--- src/rtl/uart_frame_ctrl.sv ---
`default_nettype none
// ============================================================================
// Module      : uart_frame_ctrl
// Description : Parses HEADER/CMD/LEN/payload/CHK frames from an RX FIFO,
//               streams payload bytes out and flags good frames or errors.
// Revision    : 1.0 - initial release
// ============================================================================
module uart_frame_ctrl #(
  parameter logic [7:0] HEADER      = 8'hAA,
  parameter int         MAX_LEN     = 16,
  parameter int         TIMEOUT_CYC = 50000
) (
  input  logic       clk_in,
  input  logic       rst,
  input  logic       fifo_empty,
  input  logic [7:0] fifo_dout,
  output logic       fifo_rd_en,
  output logic       pl_we,
  output logic [3:0] pl_addr,
  output logic [7:0] pl_data,
  output logic       frame_valid,
  output logic [7:0] frame_cmd,
  output logic [4:0] frame_len,
  output logic       err_chk,
  output logic       err_len,
  output logic       err_timeout,
  output logic       busy
);

  localparam int              c_tw      = $clog2(TIMEOUT_CYC + 1);
  localparam logic [c_tw-1:0] c_tmax    = c_tw'(TIMEOUT_CYC - 1);
  localparam logic [7:0]      c_max_len = 8'(MAX_LEN);

  typedef enum logic [2:0] {
    S_HUNT    = 3'd0,
    S_CMD     = 3'd1,
    S_LEN     = 3'd2,
    S_PAYLOAD = 3'd3,
    S_CHK     = 3'd4
  } state_t;

  state_t          r_state;
  state_t          w_state_nxt;
  logic            r_pend;
  logic [7:0]      r_acc;
  logic [7:0]      r_cmd;
  logic [4:0]      r_len;
  logic [3:0]      r_idx;
  logic [c_tw-1:0] r_tcnt;
  logic            r_frame_valid;
  logic            r_err_chk;
  logic            r_err_len;
  logic [7:0]      r_frame_cmd;
  logic [4:0]      r_frame_len;

  logic w_strobe;
  logic w_valid_nxt;
  logic w_chk_nxt;
  logic w_len_nxt;
  logic w_timeout;
  logic w_pl_we;
  logic w_last;

  // Read strobe is gated by rst so it drops the instant reset asserts.
  assign fifo_rd_en = ~rst & ~fifo_empty & ~r_pend;
  assign w_strobe   = r_pend;
  assign w_last     = ({1'b0, r_idx} == (r_len - 5'd1));
  assign w_pl_we    = w_strobe && (r_state == S_PAYLOAD);

  assign pl_we       = w_pl_we;
  assign pl_addr     = w_pl_we ? r_idx : 4'd0;
  assign pl_data     = w_pl_we ? fifo_dout : 8'd0;
  assign frame_valid = r_frame_valid;
  assign frame_cmd   = r_frame_cmd;
  assign frame_len   = r_frame_len;
  assign err_chk     = r_err_chk;
  assign err_len     = r_err_len;
  assign err_timeout = w_timeout;
  assign busy        = (r_state != S_HUNT);

  always_ff @(posedge clk_in or posedge rst) begin
    if (rst) begin
      r_state <= S_HUNT;
    end else begin
      r_state <= w_state_nxt;
    end
  end

  always_comb begin
    w_state_nxt = r_state;
    w_valid_nxt = 1'b0;
    w_chk_nxt   = 1'b0;
    w_len_nxt   = 1'b0;
    w_timeout   = 1'b0;
    if (w_strobe) begin
      case (r_state)
        S_HUNT: begin
          if (fifo_dout == HEADER) w_state_nxt = S_CMD;
        end
        S_CMD: w_state_nxt = S_LEN;
        S_LEN: begin
          if (fifo_dout > c_max_len) begin
            w_len_nxt   = 1'b1;
            w_state_nxt = S_HUNT;
          end else if (fifo_dout == 8'd0) begin
            w_state_nxt = S_CHK;
          end else begin
            w_state_nxt = S_PAYLOAD;
          end
        end
        S_PAYLOAD: begin
          if (w_last) w_state_nxt = S_CHK;
        end
        S_CHK: begin
          w_valid_nxt = (fifo_dout == r_acc);
          w_chk_nxt   = (fifo_dout != r_acc);
          w_state_nxt = S_HUNT;
        end
        default: w_state_nxt = S_HUNT;
      endcase
    end else if ((r_state != S_HUNT) && (r_tcnt == c_tmax)) begin
      // A strobe in the same cycle wins, hence the else branch.
      w_timeout   = 1'b1;
      w_state_nxt = S_HUNT;
    end
  end

  always_ff @(posedge clk_in or posedge rst) begin
    if (rst) begin
      r_pend        <= 1'b0;
      r_acc         <= 8'd0;
      r_cmd         <= 8'd0;
      r_len         <= 5'd0;
      r_idx         <= 4'd0;
      r_tcnt        <= '0;
      r_frame_valid <= 1'b0;
      r_err_chk     <= 1'b0;
      r_err_len     <= 1'b0;
      r_frame_cmd   <= 8'd0;
      r_frame_len   <= 5'd0;
    end else begin
      r_pend        <= fifo_rd_en;
      r_frame_valid <= w_valid_nxt;
      r_err_chk     <= w_chk_nxt;
      r_err_len     <= w_len_nxt;
      if (w_strobe || (r_state == S_HUNT)) begin
        r_tcnt <= '0;
      end else begin
        r_tcnt <= r_tcnt + c_tw'(1);
      end
      if (w_valid_nxt) begin
        r_frame_cmd <= r_cmd;
        r_frame_len <= r_len;
      end
      if (w_strobe) begin
        case (r_state)
          S_CMD: begin
            r_cmd <= fifo_dout;
            r_acc <= fifo_dout;
          end
          S_LEN: begin
            r_len <= fifo_dout[4:0];
            r_acc <= r_acc + fifo_dout;
            r_idx <= 4'd0;
          end
          S_PAYLOAD: begin
            r_acc <= r_acc + fifo_dout;
            r_idx <= r_idx + 4'd1;
          end
          default: ;
        endcase
      end
    end
  end

endmodule
`default_nettype wire

--- config.mk ---
export PLATFORM = sky130hd
export DESIGN_NAME = uart_frame_ctrl
export DESIGN_NICKNAME = d
export VERILOG_FILES = /design/src/rtl/uart_frame_ctrl.sv
export SDC_FILE = /design/constraint.sdc
export NUM_CORES = 1
export LEC_CHECK = 0
export BUFFER_PORTS_ARGS = -buffer_cell sky130_fd_sc_hd__buf_2
export CAP_MARGIN = 30
export CORE_ASPECT_RATIO = 0.9
export CORE_UTILIZATION = 57
export DETAILED_ROUTE_END_ITERATION = 6
export PLACE_DENSITY_LB_ADDON = 0.05
export SYNTH_ARGS = -nofsm -noshare
export SYNTH_HDL_FRONTEND = slang
export SYNTH_SLANG_ARGS = --single-unit
--- constraint.sdc ---
create_clock -name clk_in -period 2.4 [get_ports clk_in]
set_input_delay 0.12 -clock clk_in [delete_from_list [all_inputs] [get_ports clk_in]]
set_output_delay 0.12 -clock clk_in [all_outputs]
set_load 0.02 [all_outputs]
* Yosys cells after proc, flatten, opt, wreduce, memory -nomap -nowiden
Index checks and enable logic that the tools add are counted.
Cells by class: add/sub/neg operators 4, order comparisons 1, eq/ne operators 11, muxes and demuxes 21, bitwise logic cells 5, reduce and logical (&&, ||, !) cells 15
Operator list (number):
- 3-bit 2-to-1 mux | 6
- 16-bit by 1-bit adder with 16-bit output (second input constant) | 1
- 16-bit equality test (second input constant) | 1
- 16-bit 2-to-1 mux | 1
- 8-bit one-hot mux with 2 select lines | 1
- 3-bit one-hot mux with 4 select lines | 1
- 1-bit 2-to-1 mux | 9
- 8-bit adder | 1
- 8-bit equality test | 1
- 8-bit equality test (second input constant) | 1
- 8-bit by 5-bit greater-than comparator with 1-bit output (second input constant) | 1
- 8-bit zero test | 1
- 8-bit 2-to-1 mux | 1
- 8-bit inequality test | 1
- 4-bit one-hot mux with 2 select lines | 1
- 2-bit AND reduction | 4
- 3-bit by 2-bit equality test with 1-bit output (second input constant) | 2
- 3-bit inequality test (second input constant) | 2
- 2-bit nonzero test | 3
- 4-bit by 5-bit equality test with 1-bit output | 1
- 5-bit by 1-bit subtractor with 5-bit output (second input constant) | 1
- 4-bit by 1-bit adder with 4-bit output (second input constant) | 1
- 4-bit 2-to-1 mux | 1
- 3-bit by 1-bit equality test with 1-bit output (second input constant) | 1
- other kinds (9) | 13
Word-level totals: bits in registers 61, bits of input ports 11, output and inout bits 32

* Longest topological paths before layout
depth in word-level cells 5, gate-level depth with buffers 9, depth with buffers taken out 9

* Worst setup path before layout
OpenSTA, ideal clock, no wires.
kind register to register, start point register r_acc[4], end point register r_frame_cmd[0], in the netlist frame_cmd[0], data arrival time 1.827 ns, data required time 2.275 ns, setup slack 0.448 ns, stages on the path, launching flop included 9, period minus slack after synthesis 1.952 ns, cell sequence dfrtp_1 -> ha_1 -> nor4_2 -> nand2_1 -> nor4_4 -> nand2b_1 -> buf_6 -> buf_12 -> mux2_4
On the way: longest elaborated chain between the ends 3
RTL lines:
- start: declaration | RTL line 45 | logic [7:0] r_acc;
- start signal: assignment | RTL line 159 | r_acc <= fifo_dout;
- start signal: assignment | RTL line 163 | r_acc <= r_acc + fifo_dout;
- start signal: assignment | RTL line 167 | r_acc <= r_acc + fifo_dout;
- 8-bit equality test | RTL line 115 | w_valid_nxt = (fifo_dout == r_acc);
- 1-bit 2-to-1 mux | RTL line 96 | case (r_state)
- 1-bit 2-to-1 mux | RTL line 95 | if (w_strobe) begin
- end signal: assignment | RTL line 152 | r_frame_cmd <= r_cmd;
- end: declaration | RTL line 53 | logic [7:0] r_frame_cmd;
No other way between the ends. A chain may end at the register's enable or synchronous reset.

* Final worst setup path
start point register r_acc[0], end point register r_acc[6]
On the way: longest elaborated chain between the ends 2
RTL lines:
- 8-bit adder | RTL line 163, 167
- 8-bit one-hot mux with 2 select lines | RTL line 156 | case (r_state)
No other way between the ends.

==> reports/results.txt <==
The tools report the die area as 5960 sq um. The tools report the total of cells resized after clock tree synthesis as 0. The signal on the critical path passes through ha_1, inv_1, fa_1, nor2b_1, o31a_1, o21a_1, o21a_1, o31ai_1, mux2_2. Dividing the final minimum period by the clock period gives 85.2%.

The leakage power of the design came out at 1.82 nW. The floorplan step defined a core boundary enclosing 5350 sq um. At the later pin of the worst-skew pair, clock insertion delay measures 0.33 ns. The total power after layout is 3.68 mW, and the number of cells on the worst hold path is 3. The HPWL after detailed placement is 4750 microns. For the final number of max-transition violations, the log shows 0. Setup repair after global routing left no endpoint under its margin.

The synthesized design contains 0 enable-type register cells. Entering global routing, the biggest net connects 25 pins. Relative to the synthesized area, the layout overhead comes to 15.1%.

The tools report the maximum root-to-sink buffer count as 2. The run gives 0.880 as the last weighted congestion value of the routability-driven placer. For this run, the leading register cell type out of synthesis is sky130_fd_sc_hd__dfrtp_1. The tools report the worst clock skew on the final layout as 0.00428 ns. The tools report the worst relative slew slack as 63.5%.

The run gives 4 as the iteration count of the initial detailed-routing pass. The H-tree was split into 3 levels. The proportion of netlist area held by the largest area contributor works out to 47.3%. The fraction of final layout cells sized beyond drive strength 1 came out at 26.3%. The count of nets left with antenna violations once routing finished came out at 0.

The logs give 3220 sq um for the total standard cell area after synthesis and 2299 for the via count of the first global-routing pass. The number of cells on the worst reg-to-reg path is 9. The repair_antennas step left the layout with diodes totalling 0.

Sorting the synthesized cells by how often they occur yields sky130_fd_sc_hd__dfrtp_1 (61), sky130_fd_sc_hd__nand2_1 (26), sky130_fd_sc_hd__nor2_1 (23). The run gives 60.3% as the starting density of the core. Number of buffer cells added on primary ports: 42. Ranked by total cell area, the synthesized netlist is headed by sky130_fd_sc_hd__dfrtp_1 (47%), sky130_fd_sc_hd__mux2_2 (6.3%), sky130_fd_sc_hd__ha_1 (3.9%), sky130_fd_sc_hd__o21ai_0 (3.3%), sky130_fd_sc_hd__nand2_1 (3.0%). In the final design database the tool counted 382 nets. The global-route wire length before repair was 11300 microns; the sum of negative setup slack was 0 ns. The post-synthesis cell type count was 53. The tool flagged a number of max-cap violations equal to 0. Sequential elements use 47.3% of the synthesized area.

The critical path is of the reg2reg type. Clock tree synthesis found a total of 61 sinks. Mean area per synthesized cell: 10.4 sq um. The worst hold slack across all endpoints was 0.143 ns; the minimum clock period was 2.05 ns. At the worst endpoint, the required time is 2.62 ns. Clock-pin slew reported for the worst setup and hold paths after clock tree synthesis: 0.07 ns. Power spread over the standard cell area amounts to 992 nW/um^2. For this run, the slowest stage of the critical path takes 0.38 ns. Setup violations remaining at the end of the flow were counted as 0.

Clock tree synthesis selected as its root buffer the cell sky130_fd_sc_hd__clkbuf_8. The dominant cell type by count on the critical path was sky130_fd_sc_hd__o21a_1. After detailed routing, the number of remaining DRC violations is 0.

Hold violation count in the final report: 0. TritonCTS built the clock tree. The die is 81.3 microns wide.

Timing would allow up to 489 MHz. Kind of cell with the highest combined delay on the critical path: adder cells. On the critical path, the stage with the largest delay is an instance of sky130_fd_sc_hd__fa_1. Hold-critical path endpoint: r_len[1]$_DFFE_PP0P_. The worst hold path begins at fifo_dout[1]. The startpoint identified for the worst register-to-register timing path is r_acc[0]$_DFFE_PP0P_.

The total of flip-flops plus latches after synthesis is 61. The endpoint identified for the worst register-to-register timing path is r_acc[6]$_DFFE_PP0P_. The total wire length was 6760 microns. sky130_fd_sc_hd__dfrtp_1 is the most common cell in the netlist.

Type of element capturing the critical path: a register. The number of buffers created by CTS was 9. The flow ran to the end, and the final reports show no timing, DRC or antenna violations. The share of flip-flops with an asynchronous set or reset is 100%. In this run the worst path has a maximum fanout of 3. The run gives 309 as the post-synthesis instance total. The initial DRC count was 110; the number of synthesis warnings was 0. STA puts the critical path data arrival time at 2.26 ns.

For this block, the via count after detailed routing is 2395. The logs give 43 for the total I/O pin count and 25.6% for the global routing usage summed across all routing layers. The total overflow left after global routing is 0. The initial antenna violation count was 0.

The worst hold path belongs to the class in2reg. The tools report the critical path startpoint category as a register. When the netlist entered floorplanning its net count stood at 331. The end-of-flow core utilization came out at 69.4%. Worst ir drop on vdd: 0.000730 V. Dividing the detail-routed wire length by the instance count gives 15.7 microns.

The number of buffer and inverter stages on the critical path was 1. The die boundary height came out at 73.4 microns. For the worst-case register-to-register setup slack, the log shows 0.35 ns.

Cell type with the largest total area after synthesis: sky130_fd_sc_hd__dfrtp_1. The average vias per placed instance was 5.54. The floorplan has 25 rows.

The actual slew at the worst max-slew pin works out to 0.546 ns.
-- final cells by class --
type / count / area, sq um
multi-input cells: 225 / 1580
inverters: 12 / 45.0
clock inverters: 7 / 66.3
fillers: 408 / 1640
repair buffers: 51 / 283
flip-flops and latches: 61 / 1530
well taps: 67 / 83.8
clock buffers: 9 / 124
-- worst max path at each step --
stage | slack [ns] | cells past startpoint | startpoint | end
after detailed placement | 0.38 | 7 | r_acc[4]$_DFFE_PP0P_ | frame_len[4]$_DFFE_PP0P_
final | 0.35 | 9 | r_acc[0]$_DFFE_PP0P_ | r_acc[6]$_DFFE_PP0P_
after global placement | 0.42 | 9 | r_acc[0]$_DFFE_PP0P_ | r_acc[6]$_DFFE_PP0P_
after global routing | 0.20 | 9 | r_acc[0]$_DFFE_PP0P_ | r_acc[6]$_DFFE_PP0P_
after CTS | 0.37 | 9 | r_acc[0]$_DFFE_PP0P_ | r_acc[6]$_DFFE_PP0P_
after floorplan | 0.45 | 8 | r_acc[4]$_DFFE_PP0P_ | frame_cmd[0]$_DFFE_PP0P_
-- cells in the final DEF, fill, tap and decap left out, types with 2 or more instances in the layout --
cell type	instances
sky130_fd_sc_hd__or3_1	6
sky130_fd_sc_hd__inv_1	11
sky130_fd_sc_hd__ha_1	10
sky130_fd_sc_hd__nand3_1	6
sky130_fd_sc_hd__mux2_2	18
sky130_fd_sc_hd__mux2i_1	5
sky130_fd_sc_hd__buf_2	42
sky130_fd_sc_hd__a21o_1	2
sky130_fd_sc_hd__o21ai_0	21
sky130_fd_sc_hd__mux2_4	5
sky130_fd_sc_hd__and2_1	12
sky130_fd_sc_hd__a211oi_1	4
sky130_fd_sc_hd__and3_1	4
sky130_fd_sc_hd__clkinv_2	4
sky130_fd_sc_hd__a21oi_1	12
sky130_fd_sc_hd__xnor2_1	9
sky130_fd_sc_hd__nand4_1	4
sky130_fd_sc_hd__clkbuf_8	9
sky130_fd_sc_hd__nor3_1	8
sky130_fd_sc_hd__buf_4	7
sky130_fd_sc_hd__dlygate4sd3_1	2
sky130_fd_sc_hd__nor2b_1	5
sky130_fd_sc_hd__nor2_1	23
sky130_fd_sc_hd__nand2_1	26
sky130_fd_sc_hd__o21a_1	5
sky130_fd_sc_hd__a31oi_1	2
sky130_fd_sc_hd__nand2b_1	3
sky130_fd_sc_hd__dfrtp_1	61
sky130_fd_sc_hd__xor2_1	10
-- metal layers --
layer,track usage (%),part of all wire (%),vias up
li1,-,-,1187
met3,8.20,5.7,13
met4,9.92,1.9,0
met5,0,0,-
met2,37.0,44,70
met1,35.5,48,1125
-- cell families after synthesis --
logic type,count (synthesis),synth area share [%]
muxes,28,10.2
xor gates and xnor gates,19,5.16
and+or+nand+nor,112,18.8
buffers and inverters,23,3.57
adders and majority gates,11,4.50
AOI/OAI and AO/OA,55,10.4
DFF,61,47.3
-- flip-flops by register name (all words and copies together) (netlist names) --
signal,cells
r_tcnt,16
frame_cmd,8
r_acc,8
r_cmd,8
frame_len,5
r_len,5
r_idx,4
r_state,3
err_chk,1
err_len,1
frame_valid,1
r_pend,1
-- repair_timing --
| action | 4_1_cts | 5_1_grt |
|---|---|---|
| endpoints found under the hold margin | 18 | 0 |
| hold buffers | 2 | 0 |
| setup buffers | 0 | 0 |
-- per-stage QoR --
stage                     instances  cell area [sq um]  setup slack, ns
after floorplan                 309               3220            0.448
after global placement          414               3500            0.424
after detailed placement        414               3500            0.379
after CTS                       432               3710            0.369
after global routing            432               3710            0.200
final                           432               3710            0.355
-- worst reg2reg max path, stage by stage, from the launching register on --
cell and delay, ns:
sky130_fd_sc_hd__dfrtp_1 0.36, sky130_fd_sc_hd__ha_1 0.19, sky130_fd_sc_hd__inv_1 0.06, sky130_fd_sc_hd__fa_1 0.38, sky130_fd_sc_hd__nor2b_1 0.19, sky130_fd_sc_hd__o31a_1 0.18
sky130_fd_sc_hd__o21a_1 0.13, sky130_fd_sc_hd__o21a_1 0.11, sky130_fd_sc_hd__o31ai_1 0.06, sky130_fd_sc_hd__mux2_2 0.27
-- report_power, final --
group          switching, mW  internal (mW)
logic                  0.679          0.589
registers              0.251           1.28
clock network          0.405          0.473
total                   1.33           2.35
Note: power is estimated with default switching activity, not from simulation.
